--- config.mk ---
export PLATFORM = sky130hd
export DESIGN_NAME = fifo_dot_product
export DESIGN_NICKNAME = d
export VERILOG_FILES = /design/src/rtl/lstm_fixed_pkg.sv /design/src/rtl/round_sat.sv /design/src/rtl/fifo_dot_product.sv
export SDC_FILE = /design/constraint.sdc
export NUM_CORES = 1
export LEC_CHECK = 0
export BUFFER_PORTS_ARGS = -buffer_cell sky130_fd_sc_hd__buf_2
export CAP_MARGIN = 5
export CORE_ASPECT_RATIO = 1.1
export CORE_MARGIN = 4
export CORE_UTILIZATION = 60
export CTS_CLUSTER_SIZE = 20
export DETAILED_ROUTE_END_ITERATION = 6
export PLACE_DENSITY = 0.89
export SKIP_LAST_GASP = 1
export SLEW_MARGIN = 40
export SYNTH_ARGS = -nofsm -noshare
export SYNTH_HDL_FRONTEND = slang
export SYNTH_HIERARCHICAL = 1
export SYNTH_SLANG_ARGS = --single-unit
--- constraint.sdc ---
create_clock -name clk -period 12.3 [get_ports clk]
set_input_delay 2.46 -clock clk [delete_from_list [all_inputs] [get_ports clk]]
set_output_delay 2.46 -clock clk [all_outputs]
set_load 0.01 [all_outputs]
--- src/rtl/lstm_fixed_pkg.sv ---
// Shared fixed-point defaults, dot-product FSM states and signed data range limits.
package lstm_fixed_pkg;

    localparam int DATA_WIDTH = 12;
    localparam int FRAC_BITS  = 8;

    typedef enum logic [1:0] {
        IDLE = 2'd0,
        READ = 2'd1,
        SAT  = 2'd2,
        OUT  = 2'd3
    } mac_state_t;

    localparam logic signed [DATA_WIDTH-1:0] DATA_MAX = {1'b0, {(DATA_WIDTH-1){1'b1}}};
    localparam logic signed [DATA_WIDTH-1:0] DATA_MIN = {1'b1, {(DATA_WIDTH-1){1'b0}}};

endpackage

--- src/rtl/round_sat.sv ---
// Round-half-up and saturate a wide accumulator back to the datapath width.
// Purely combinational; o_sat flags that clamping occurred.
module round_sat #(
    parameter int DATA_WIDTH = 12,
    parameter int FRAC_BITS  = 8,
    parameter int ACC_W      = 27
) (
    input  logic signed [ACC_W-1:0]      i_acc,
    output logic signed [DATA_WIDTH-1:0] o_result,
    output logic                         o_sat
);

    localparam logic signed [ACC_W-1:0] HALF    = {{(ACC_W-FRAC_BITS){1'b0}}, 1'b1, {(FRAC_BITS-1){1'b0}}};
    localparam logic signed [ACC_W-1:0] MAX_EXT = {{(ACC_W-DATA_WIDTH+1){1'b0}}, {(DATA_WIDTH-1){1'b1}}};
    localparam logic signed [ACC_W-1:0] MIN_EXT = {{(ACC_W-DATA_WIDTH+1){1'b1}}, {(DATA_WIDTH-1){1'b0}}};

    logic signed [ACC_W-1:0] w_sum;
    logic signed [ACC_W-1:0] w_shift;

    // The accumulator carries one spare bit, so adding the half-LSB cannot wrap.
    assign w_sum   = i_acc + HALF;
    assign w_shift = w_sum >>> FRAC_BITS;

    always_comb begin
        o_sat    = 1'b0;
        o_result = w_shift[DATA_WIDTH-1:0];
        if (w_shift > MAX_EXT) begin
            o_sat    = 1'b1;
            o_result = MAX_EXT[DATA_WIDTH-1:0];
        end else if (w_shift < MIN_EXT) begin
            o_sat    = 1'b1;
            o_result = MIN_EXT[DATA_WIDTH-1:0];
        end
    end

endmodule

--- src/rtl/fifo_dot_product.sv ---
// Drains VEC_LEN words from the upstream FIFO, MACs them against weights plus bias, emits rounded result.
// Result valid VEC_LEN+3 cycles after start (plus FIFO-empty stalls); held until result_ready.
module fifo_dot_product #(
    parameter int DATA_WIDTH = lstm_fixed_pkg::DATA_WIDTH,
    parameter int FRAC_BITS  = lstm_fixed_pkg::FRAC_BITS,
    parameter int VEC_LEN    = 4,
    localparam int IDX_W     = $clog2(VEC_LEN),
    localparam int ACC_W     = 2*DATA_WIDTH + $clog2(VEC_LEN) + 1
) (
    input  logic                         clk,
    input  logic                         rst_n,
    input  logic                         start,
    input  logic signed [DATA_WIDTH-1:0] bias,
    input  logic                         fifo_empty,
    output logic                         fifo_rd_en,
    input  logic signed [DATA_WIDTH-1:0] fifo_data,
    output logic        [IDX_W-1:0]      w_addr,
    input  logic signed [DATA_WIDTH-1:0] w_data,
    output logic signed [DATA_WIDTH-1:0] result,
    output logic                         result_valid,
    input  logic                         result_ready,
    output logic                         overflow,
    output logic                         busy
);

    import lstm_fixed_pkg::*;

    localparam int CNT_W = $clog2(VEC_LEN + 1);

    mac_state_t r_state;
    mac_state_t w_next_state;

    logic signed [ACC_W-1:0]        r_acc;
    logic        [CNT_W-1:0]        r_rd_cnt;
    logic        [CNT_W-1:0]        r_mac_cnt;
    logic                           r_pend;
    logic signed [DATA_WIDTH-1:0]   r_result;
    logic                           r_overflow;

    logic signed [2*DATA_WIDTH-1:0] w_prod;
    logic signed [ACC_W-1:0]        w_prod_ext;
    logic signed [ACC_W-1:0]        w_bias_ext;
    logic signed [DATA_WIDTH-1:0]   w_sat_result;
    logic                           w_sat;
    logic                           w_last_mac;

    assign w_prod     = fifo_data * w_data;
    assign w_prod_ext = {{(ACC_W-2*DATA_WIDTH){w_prod[2*DATA_WIDTH-1]}}, w_prod};
    assign w_bias_ext = {{(ACC_W-DATA_WIDTH-FRAC_BITS){bias[DATA_WIDTH-1]}}, bias, {FRAC_BITS{1'b0}}};
    assign w_last_mac = r_pend && (r_mac_cnt == CNT_W'(VEC_LEN - 1));

    round_sat #(
        .DATA_WIDTH (DATA_WIDTH),
        .FRAC_BITS  (FRAC_BITS),
        .ACC_W      (ACC_W)
    ) u_round_sat (
        .i_acc    (r_acc),
        .o_result (w_sat_result),
        .o_sat    (w_sat)
    );

    always_ff @(posedge clk or negedge rst_n) begin
        if (!rst_n) begin
            r_state <= IDLE;
        end else begin
            r_state <= w_next_state;
        end
    end

    always_comb begin
        w_next_state = r_state;
        fifo_rd_en   = 1'b0;
        case (r_state)
            IDLE: begin
                if (start) begin
                    w_next_state = READ;
                end
            end
            READ: begin
                // Count cap keeps the next vector's words in the FIFO.
                fifo_rd_en = !fifo_empty && (r_rd_cnt < CNT_W'(VEC_LEN));
                if (w_last_mac) begin
                    w_next_state = SAT;
                end
            end
            SAT: begin
                w_next_state = OUT;
            end
            OUT: begin
                if (result_ready) begin
                    w_next_state = IDLE;
                end
            end
            default: begin
                w_next_state = IDLE;
            end
        endcase
    end

    always_ff @(posedge clk or negedge rst_n) begin
        if (!rst_n) begin
            r_acc      <= '0;
            r_rd_cnt   <= '0;
            r_mac_cnt  <= '0;
            r_pend     <= 1'b0;
            r_result   <= '0;
            r_overflow <= 1'b0;
        end else begin
            case (r_state)
                IDLE: begin
                    if (start) begin
                        r_acc      <= w_bias_ext;
                        r_rd_cnt   <= '0;
                        r_mac_cnt  <= '0;
                        r_pend     <= 1'b0;
                        r_overflow <= 1'b0;
                    end
                end
                READ: begin
                    // fifo_data lands one cycle after the pop, so pend lines the MAC up with it.
                    r_pend <= fifo_rd_en;
                    if (fifo_rd_en) begin
                        r_rd_cnt <= r_rd_cnt + CNT_W'(1);
                    end
                    if (r_pend) begin
                        r_acc     <= r_acc + w_prod_ext;
                        r_mac_cnt <= r_mac_cnt + CNT_W'(1);
                    end
                end
                SAT: begin
                    r_result   <= w_sat_result;
                    r_overflow <= w_sat;
                    r_pend     <= 1'b0;
                end
                default: begin
                end
            endcase
        end
    end

    assign w_addr       = (r_state == READ) ? r_rd_cnt[IDX_W-1:0] : '0;
    assign result       = r_result;
    assign overflow     = r_overflow;
    assign result_valid = (r_state == OUT);
    assign busy         = (r_state != IDLE);

endmodule

# Yosys cells after proc, flatten, opt, wreduce, memory -nomap -nowiden
# Index checks and enable logic that the tools add are counted.
# W data, S select, Z words.
[word_totals]
ff_bits = 49
in_bits = 41
out_inout_bits = 18
[classes]
add_sub_neg = 4
mul = 1
magnitude_cmp = 3
n_eq_ne = 9
mux = 21
reduce_logical = 13
[op_table]
columns = ["op", "count"]
rows = [
  ["$mux W27", 2],
  ["$pmux W27 S2", 1],
  ["$add A27 B24 Y27", 1],
  ["$add A27 B9 Y27 const B", 1],
  ["$mul A12 B12 Y24", 1],
  ["$mux W12", 2],
  ["$gt A19 B12 Y1 const B", 1],
  ["$lt A19 B12 Y1 const B", 1],
  ["$pmux W3 S2", 2],
  ["$mux W3", 3],
  ["$reduce_and A3 Y1", 3],
  ["$mux W2", 4],
  ["$ne A2 B2 Y1 const B", 4],
  ["$pmux W2 S4", 1],
  ["$add A3 B1 Y3 const B", 2],
  ["$reduce_bool A2 Y1", 3],
  ["$eq A2 B2 Y1 const B", 2],
  ["$mux W1", 4],
  ["$reduce_and A2 Y1", 2],
  ["$eq A3 B2 Y1 const B", 1],
  ["$lt A3 B3 Y1 const B", 1],
  ["$pmux W1 S3", 1],
  ["$reduce_bool A3 Y1", 1],
  ["$eq A2 B1 Y1 const B", 1],
  ["other kinds (5)", 6],
]

# Longest topological paths before layout
# Gate-level depths: netlist (run 1).
[logic_depth]
depth_word = 5
mapped_depth = 22
mapped_depth_nobuf = 21

# By module
# Netlist (run 1), hierarchy kept.
[by_module_without_submodules]
columns = ["mod", "n_inst", "cells_per_inst", "area_each_um2", "seq_area_each_um2"]
rows = [
  ["fifo_dot_product", 1, 914, 8839.7, 1226.2],
  ["round_sat", 1, 74, 509.2, 0.0],
]

# Least setup slack after synthesis (run 1)
# No wires, ideal clock.
[synth_timing]
kind = "input-to-reg"
from = "input port fifo_data[11]"
to = "register r_acc[25]"
arrival_ns = 7.733
t_required_ns = 12.178
slack_ns = 4.446
stages = 18
cell_sequence = "clkbuf_1 nand2_1 fa_1 fa_1 inv_1 fa_1 fa_1 fa_1 ha_1 ha_1 a21oi_1 o21ai_0 a21oi_1 o211ai_2 a31o_1 a211oi_2 mux2i_1 nand2_1"
[synth_between]
elab_chain_cells = 4
[synth_rtl]
columns = ["element", "line_no", "source"]
rows = [
  ["start: declaration", "fifo_dot_product.sv:16", "input logic signed [DATA_WIDTH-1:0] fifo_data,"],
  ["$mul A12 B12 Y24", "fifo_dot_product.sv:47", "assign w_prod = fifo_data * w_data;"],
  ["$add A27 B24 Y27", "fifo_dot_product.sv:126", "r_acc <= r_acc + w_prod_ext;"],
  ["$mux W27", "fifo_dot_product.sv:125", "if (r_pend) begin"],
  ["$pmux W27 S2", "fifo_dot_product.sv:109", "case (r_state)"],
  ["end signal: assignment", "fifo_dot_product.sv:112", "r_acc <= w_bias_ext;"],
  ["end signal: assignment", "fifo_dot_product.sv:126", ""],
  ["end: declaration", "fifo_dot_product.sv:33", "logic signed [ACC_W-1:0] r_acc;"],
]
# Every way passes these cells. The select of a mux whose other input is x is not followed.
# A chain may end at the register's enable or synchronous reset.

# Final worst setup path (run 1)
[layout_timing]
from = "input port w_data[2]"
to = "register r_acc[22]"
[layout_between]
elab_chain_cells = 4
[layout_rtl]
columns = ["element", "line_no", "source"]
rows = [
  ["start: declaration", "fifo_dot_product.sv:18", "input logic signed [DATA_WIDTH-1:0] w_data,"],
  ["$mul A12 B12 Y24", "fifo_dot_product.sv:47", ""],
  ["$add A27 B24 Y27", "fifo_dot_product.sv:126", ""],
  ["$mux W27", "fifo_dot_product.sv:125", ""],
  ["$pmux W27 S2", "fifo_dot_product.sv:109", ""],
]
# Every way passes these cells. The select of a mux whose other input is x is not followed.

==> summary.md, run 1 <==
| Metric | Value |
|---|---|
| Status | complete, no violations |
| Synth Net Count | 1,285 |
| Worst setup path start | w_data[2] |
| CTS sink count | 49 |
| Maxcap violations | 0 |
| Post-Synthesis Cell Area | 9350 um^2 |
| Hold Crit Start | r_acc[2]$_DFFE_PN0P_ |
| Initial core utilization | 0.616 |
| Antenna violations before repair | 0 |
| Flop and latch count out of synthesis | 49 |
| H-tree levels | 2 |
| Via density | 5.69 |
| Min-Delay Path Class | flop to flop |
| Tightest Pin Transition | 0.832 ns |
| CP required | 12.45 ns |
| Critical path arrival | 8.01 ns |
| First-pass GRT wire length | 36.9 mm |
| Setup Buffers After CTS | 0 |
| Vias | 6,924 |
| Gr ovfl total | 0 |
| DRT Pass-1 Iters | 5 |
| Main combinational cell family by area after synthesis | adder cells |
| Commonest non-fill, non-tap cell in the layout | inv_1 |
| FF-to-FF path depth | 18 |
| CP max stage cell | fa_1 |
| Final Critical Period | 7.86 ns |
| Ant diodes | 0 |
| Complex-gate fraction of the synthesized area | 0.0893 |
| Adder-cell share of the synthesized area | 0.483 |
| Layout cell share with drive strength beyond 1 | 0.0892 |
| PostCTS Resize Cnt | 0 |
| Final hold vios | 0 |
| Commonest non-fill, non-tap cells in the layout | 198 x inv_1, 174 x fa_1, 100 x nand2_1, 81 x ha_1, 74 x and2_1 |
| Row cnt | 47 |
| R2R setup slack | 6.96 ns |
| IO Pins | 59 |
| Die ar. | 17,600 um^2 |
| Post-synthesis mux area share | 0.0284 |
| Layout Area Growth over Synthesis | 6.02% |
| Post-synthesis sequential area ratio | 0.131 |
| Synth Area in Simple Gates | 0.135 |
| Drc violations | 0 |
| GPL Wtd Cong | 0.870 |
| Post-synth EDFFs | 0 |
| Root Buffer | clkbuf_16 |
| Final ANT Viol Nets | 0 |
| Largest net degree at the start of global routing | 50 |
| Startpoint types | input port |
| Vias in the first global route | 7,868 |
| Worst reg2reg endpoint | r_acc[22]$_DFFE_PN0P_ |
| Period Utilization, post-route | 0.639 |
| TritonCTS Buffers | 5 |
| Cells after Synth | 988 |
| Detailed Route WL | 21.0 mm |
| FILL cells | 1,178 |
| Clock transition at path regs | 0.07 ns |
| Die Ht | 139 um |
| Worst-path fanout max | 12 |
| CP endpoint kind | flop |
| CTS hold repair buffers | 0 |
| Core Region | 15,200 um^2 |
| Max Fclk | 0.127 GHz |
| TNS Setup | 0 ns |
| Avg Inst Size Synth | 9.46 um^2 |
| Ys flop type | dfrtp_1 |
| Slew Limit Fails | 0 |
| Die W | 127 um |
| Clk_skew | 0.00491 ns |
| CP peak stage delay | 0.54 ns |
| Port bufs | 58 |
| Initial DRC count | 493 |
| Final setup viols | 0 |
| Hold endpoint | r_acc[2]$_DFFE_PN0P_ |
| Max-slew headroom | 0.443 |
| Async set-reset flop share out of synthesis | 1.00 |
| HPWL after DPL | 17.4 mm |
| CTS max path bufs | 2 |
| Crit Reg-Reg Startpoint | r_acc[7]$_DFFE_PN0P_ |
| Unrepaired setup endpoints after global routing | no |
| XOR/XNOR Fraction of Synth Area | 0.0375 |
| Total Routing Usage GR | 0.255 |
| Clock latency on the worst-skew pair | 0.29 ns |
| Synth warn | 6 |
| Worst path cell trace | buf_2 -> and2_1 -> fa_1 -> inv_1 -> fa_1 -> inv_1 -> ha_1 -> ha_1 -> inv_1 -> fa_1 -> inv_1 -> ha_1 -> ha_1 -> fa_1 -> a211oi_1 -> o21ai_0 -> a31oi_1 -> o21bai_2 -> a31oi_2 -> a31oi_1 -> xnor2_1 -> o21ai_0 |
| TritonCTS clock tree | yes |
| Final #Nets | 1,316 |
| WS Path Type | input port to flop |
| Cells on Worst Hold Path | 1 |
| Synth unique cells | 55 |
| Wire per inst | 17.3 um |
-- final cells by class --
class                      instances  area, um^2  share of cell area
tap                              196         245              0.0247
inverter                         198         743              0.0750
multi-input combinational        704        7250               0.731
clock buffer                       6         129              0.0130
clock inverter                     2        10.0             0.00101
sequential                        49        1230               0.124
timing repair buffer              61         313              0.0316
-- state kept, by name, summed over array words and instances (netlist names) --
signal and count:
r_acc 27, r_rd_cnt 3, r_pend 1, r_mac_cnt 3, overflow 1, r_state 2
result 12
-- cell usage after synthesis, drive strengths merged (2+ instances only) --
| cell | instances | area, um^2 |
|---|---|---|
| buf | 5 | 28.8 |
| nand2b | 5 | 31.3 |
| fa | 175 | 3500 |
| dfrtp | 49 | 1230 |
| a22o | 9 | 78.8 |
| clkbuf | 32 | 120 |
| and2 | 74 | 463 |
| nand4 | 6 | 52.6 |
| nor3b | 4 | 30.0 |
| ha | 81 | 1010 |
| xor2 | 11 | 96.3 |
| nor3 | 6 | 30.0 |
| mux2 | 12 | 135 |
| mux2i | 13 | 130 |
| a2111oi | 2 | 17.5 |
| o21bai | 7 | 56.3 |
| a32oi | 2 | 17.5 |
| a21oi | 26 | 130 |
| a211oi | 7 | 62.6 |
| or2 | 2 | 12.5 |
| nor2 | 32 | 120 |
| a21o | 4 | 30.0 |
| a31oi | 6 | 43.8 |
| inv | 198 | 743 |
| o21ai | 42 | 210 |
| nand2 | 100 | 375 |
| nand3 | 9 | 45.0 |
| o21a | 3 | 22.5 |
| o22ai | 12 | 75.1 |
| nor4 | 4 | 25.0 |
| xnor2 | 29 | 254 |
| nor2b | 4 | 25.0 |
| or3 | 3 | 18.8 |
-- critical path, delay by kind of cell --
kind / cells / cell delay (ns)
fa+ha+maj: 8 / 3.14
xor+xnor: 1 / 0.19
simple gates: 1 / 0.20
buf+inv: 5 / 0.37
compound gates: 7 / 1.64
-- worst max-delay path by stage --
stage / to / cells past startpoint
2_1_floorplan: r_acc[25]$_DFFE_PN0P_ / 18
3_3_place_gp: r_acc[25]$_DFFE_PN0P_ / 19
3_5_place_dp: r_acc[25]$_DFFE_PN0P_ / 18
4_1_cts: r_acc[25]$_DFFE_PN0P_ / 18
5_1_grt: r_acc[25]$_DFFE_PN0P_ / 19
6_report: r_acc[22]$_DFFE_PN0P_ / 22
-- stage by stage --
step | instances | hold slack, ns | cell area (um^2) | utilization | worst slack (ns)
floorplan | 988 | 0.450 | 9350 | - | 4.45
global placement | 1208 | 0.464 | 9760 | 0.643 | 4.12
detailed placement | 1208 | 0.491 | 9770 | 0.644 | 4.14
CTS | 1216 | 0.505 | 9900 | 0.653 | 4.45
global route | 1216 | 0.536 | 9910 | 0.653 | 4.15
finish | 1216 | 0.504 | 9910 | 0.653 | 4.44
-- metal layers --
layer	track usage	up-vias	wire [um]
met5	0	-	0
met4	0.0836	0	803
met3	0.0289	63	823
met2	0.481	223	12000
met1	0.299	3488	7430
li1	-	3150	-
-- cells by family (layout without fill, tap and decap cells) --
family	count (synthesis)	count (layout)
compound gates	130	130
xor+xnor	40	40
fa+ha+maj	256	256
buf+inv	235	267
flops	49	49
mux	25	25
simple gates	253	253
Power of run 1 is left out: the tool's default activity adds up to more than one toggle a clock period on the data nets, which glitch-free logic cannot reach.
==> run 2, diff against run 1 <==
--- a/config.mk
+++ b/config.mk
@@ -9,10 +9,10 @@
 export CAP_MARGIN = 5
 export CORE_ASPECT_RATIO = 1.1
 export CORE_MARGIN = 4
-export CORE_UTILIZATION = 60
+export CORE_UTILIZATION = 58
 export CTS_CLUSTER_SIZE = 20
 export DETAILED_ROUTE_END_ITERATION = 6
-export PLACE_DENSITY = 0.89
+export PLACE_DENSITY = 0.9
 export SKIP_LAST_GASP = 1
 export SLEW_MARGIN = 40
 export SYNTH_ARGS = -nofsm -noshare
==> constraint.sdc (replaced) <==
create_clock -name clk -period 6.6 [get_ports clk]
set_input_delay 1.32 -clock clk [delete_from_list [all_inputs] [get_ports clk]]
set_output_delay 1.32 -clock clk [all_outputs]
set_load 0.01 [all_outputs]
==> run 2 against run 1 <==
Cell area is 6.8% higher. Non-clock buffer count is 79 higher. Setup slack worse by 4.2 ns. First-iteration DRC count is 25% higher. Sequential share of layout area is 0.79 points lower. Via count is 6.7% higher. Clock skew is 0.0039 ns higher. Flip-flop and latch count stayed put. Die area is 3.2% higher. Routed wire length is 5.8% higher.
==> summary.md, run 2 (synthesis results as in run 1) <==
| Metric | Value |
|---|---|
| First-pass GRT wire length | 37.5 mm (+1.6%) |
| CTS sink count | 49 (unchanged) |
| Final setup viols | 0 (unchanged) |
| Hold Crit Start | r_mac_cnt[2]$_DFFE_PN0P_ |
| Met3 Resource Use GR | 0.0352 (+0.00635) |
| Max Fclk | 0.157 GHz |
| Reg with most FFs | r_acc |
| Hold endpoint | r_mac_cnt[2]$_DFFE_PN0P_ |
| Worst reg2reg endpoint | r_acc[25]$_DFFE_PN0P_ |
| FF-to-FF path depth | 16 (-2) |
| Final Critical Period | 6.38 ns |
| Clock transition at path regs | 0.07 ns (about the same) |
| Tightest Pin Transition | 0.758 ns (-0.0747 ns) |
| Antenna violations before repair | 2 (+2) |
| Die ar. | 18,200 um^2 (+3.2%) |
| GPL Wtd Cong | 0.914 (+5.1%) |
| Min-Delay Path Class | flop to flop |
| CTS max path bufs | 2 (unchanged) |
| Cells on Worst Hold Path | 2 (+1) |
| Met2 Use GR | 0.468 (-0.0124) |
| Maxcap violations | 0 (unchanged) |
| Max-slew headroom | 0.494 (+0.0509) |
| Final hold slack | 0.493 ns (-0.0104 ns) |
| Root Buffer | clkbuf_16 |
| Detailed Route WL | 22.2 mm (+5.8%) |
| TritonCTS clock tree | yes |
| GRT busiest layer | met2 |
| Period Utilization, post-route | 0.967 |
| Total Routing Usage GR | 0.256 (+0.00103) |
| Layout cell share with drive strength beyond 1 | 0.166 (+0.0764) |
| Startpoint types | input port |
| Commonest non-fill, non-tap cells in the layout | 196 x inv_1, 171 x fa_1, 100 x nand2_1, 82 x buf_4, 80 x ha_1 |
| Via density | 5.68 (-0.30%) |
| Clk_skew | 0.00881 ns (+0.00390 ns) |
| Clock latency on the worst-skew pair | 0.29 ns (about the same) |
| Die W | 129 um (+1.6%) |
| Final ANT Viol Nets | 0 (unchanged) |
| Unrepaired setup endpoints after global routing | no |
| Row cnt | 48 (+2.1%) |
| R2R setup slack | 1.61 ns (-5.35 ns) |
| Crit Reg-Reg Startpoint | r_acc[10]$_DFFE_PN0P_ |
| Final #Nets | 1,395 (+6.0%) |
| Drc violations | 0 (unchanged) |
| IO Pins | 59 (unchanged) |
| Met1 usage | 0.293 (-0.00601) |
| Largest net degree at the start of global routing | 50 (unchanged) |
| Worst-path fanout max | 7 (-5) |
| TritonCTS Buffers | 5 (unchanged) |
| Gr ovfl total | 0 (unchanged) |
| Critical path arrival | 6.57 ns (-1.44 ns) |
| Die Ht | 141 um (+1.6%) |
| Core Region | 15,700 um^2 (+3.7%) |
| Vias in the first global route | 8,203 (+4.3%) |
| CTS hold repair buffers | 0 (unchanged) |
| Slew Limit Fails | 0 (unchanged) |
| Final hold vios | 0 (unchanged) |
| Initial core utilization | 0.594 (-0.0220) |
| WS Path Type | input port to flop |
| Layout Area Growth over Synthesis | 13.2% |
| Commonest non-fill, non-tap cell in the layout | inv_1 |
| Wire per inst | 17.1 um (-1.1%) |
| H-tree levels | 2 (unchanged) |
| Port bufs | 58 (unchanged) |
| Largest register FFs | 27 (unchanged) |
| Vias | 7,386 (+6.7%) |
| CP required | 6.78 ns (-5.67 ns) |
| CP endpoint kind | flop |
| DRT Pass-1 Iters | 5 (unchanged) |
| Initial DRC count | 615 (+25%) |
| HPWL after DPL | 18.6 mm (+6.8%) |
| Status | complete, no violations |
-- run 2: cell types whose count changed in the layout (fill, tap and decap cells not counted), sizes merged --
cell / before / now
clkinvlp: 0 / 2
diode: 0 / 2
buf: 61 / 140
clkinv: 2 / 0
-- run 2: worst max path at each step --
stage                  start               endpoint
2_1_floorplan   fifo_data[3]  r_acc[25]$_DFFE_PN0P_
3_3_place_gp    fifo_data[0]  r_acc[25]$_DFFE_PN0P_
3_5_place_dp    fifo_data[0]  r_acc[25]$_DFFE_PN0P_
4_1_cts         fifo_data[0]  r_acc[25]$_DFFE_PN0P_
5_1_grt         fifo_data[5]  r_acc[26]$_DFFE_PN0P_
6_report       fifo_data[11]  r_acc[25]$_DFFE_PN0P_
-- run 2: worst max-delay path, cell delays in order --
cell	delay (ns)
buf_2	0.14
buf_4	0.17
and2_1	0.16
inv_1	0.09
fa_2	0.52
buf_4	0.18
fa_1	0.51
inv_1	0.06
fa_1	0.52
fa_1	0.44
fa_1	0.47
ha_1	0.30
ha_1	0.36
a21oi_1	0.16
o21ai_0	0.12
a21oi_1	0.22
o211ai_2	0.13
a31o_1	0.22
a211oi_2	0.20
mux2i_1	0.20
nand2_1	0.06
-- run 2: layout make-up --
type / count / area [um^2]
inverters: 198 / 743
diodes: 2 / 5.00
multi-input cells: 704 / 7300
flip-flops and latches: 49 / 1230
repair buffers: 140 / 921
well taps: 200 / 250
fillers: 1126 / 5150
clock inverters: 2 / 15.0
clock buffers: 6 / 129
-- run 2: what timing repair did --
item,4_1_cts,5_1_grt
setup buffers,0,2
endpoints found under the setup margin,0,10
gates resized for setup,0,16
-- run 2: per-stage QoR --
step	util	setup slack (ns)	TNS, ns	cell area, um^2	cells
global placement	0.657	-0.179	-0.374	10300	1289
CTS	0.667	0.00767	0	10500	1297
finish	0.673	0.215	0	10600	1301
floorplan	-	0.00654	0	9350	988
detailed placement	0.658	-0.290	-1.21	10400	1289
global route	0.673	0.0233	0	10600	1301
-- run 2: per-layer routing --
metal,vias up,wire length [um]
met5,-,0
met1,3677,7750
met2,300,12200
li1,3302,-
met3,107,1060
met4,0,1210
Power of run 2 is left out for the same reason.
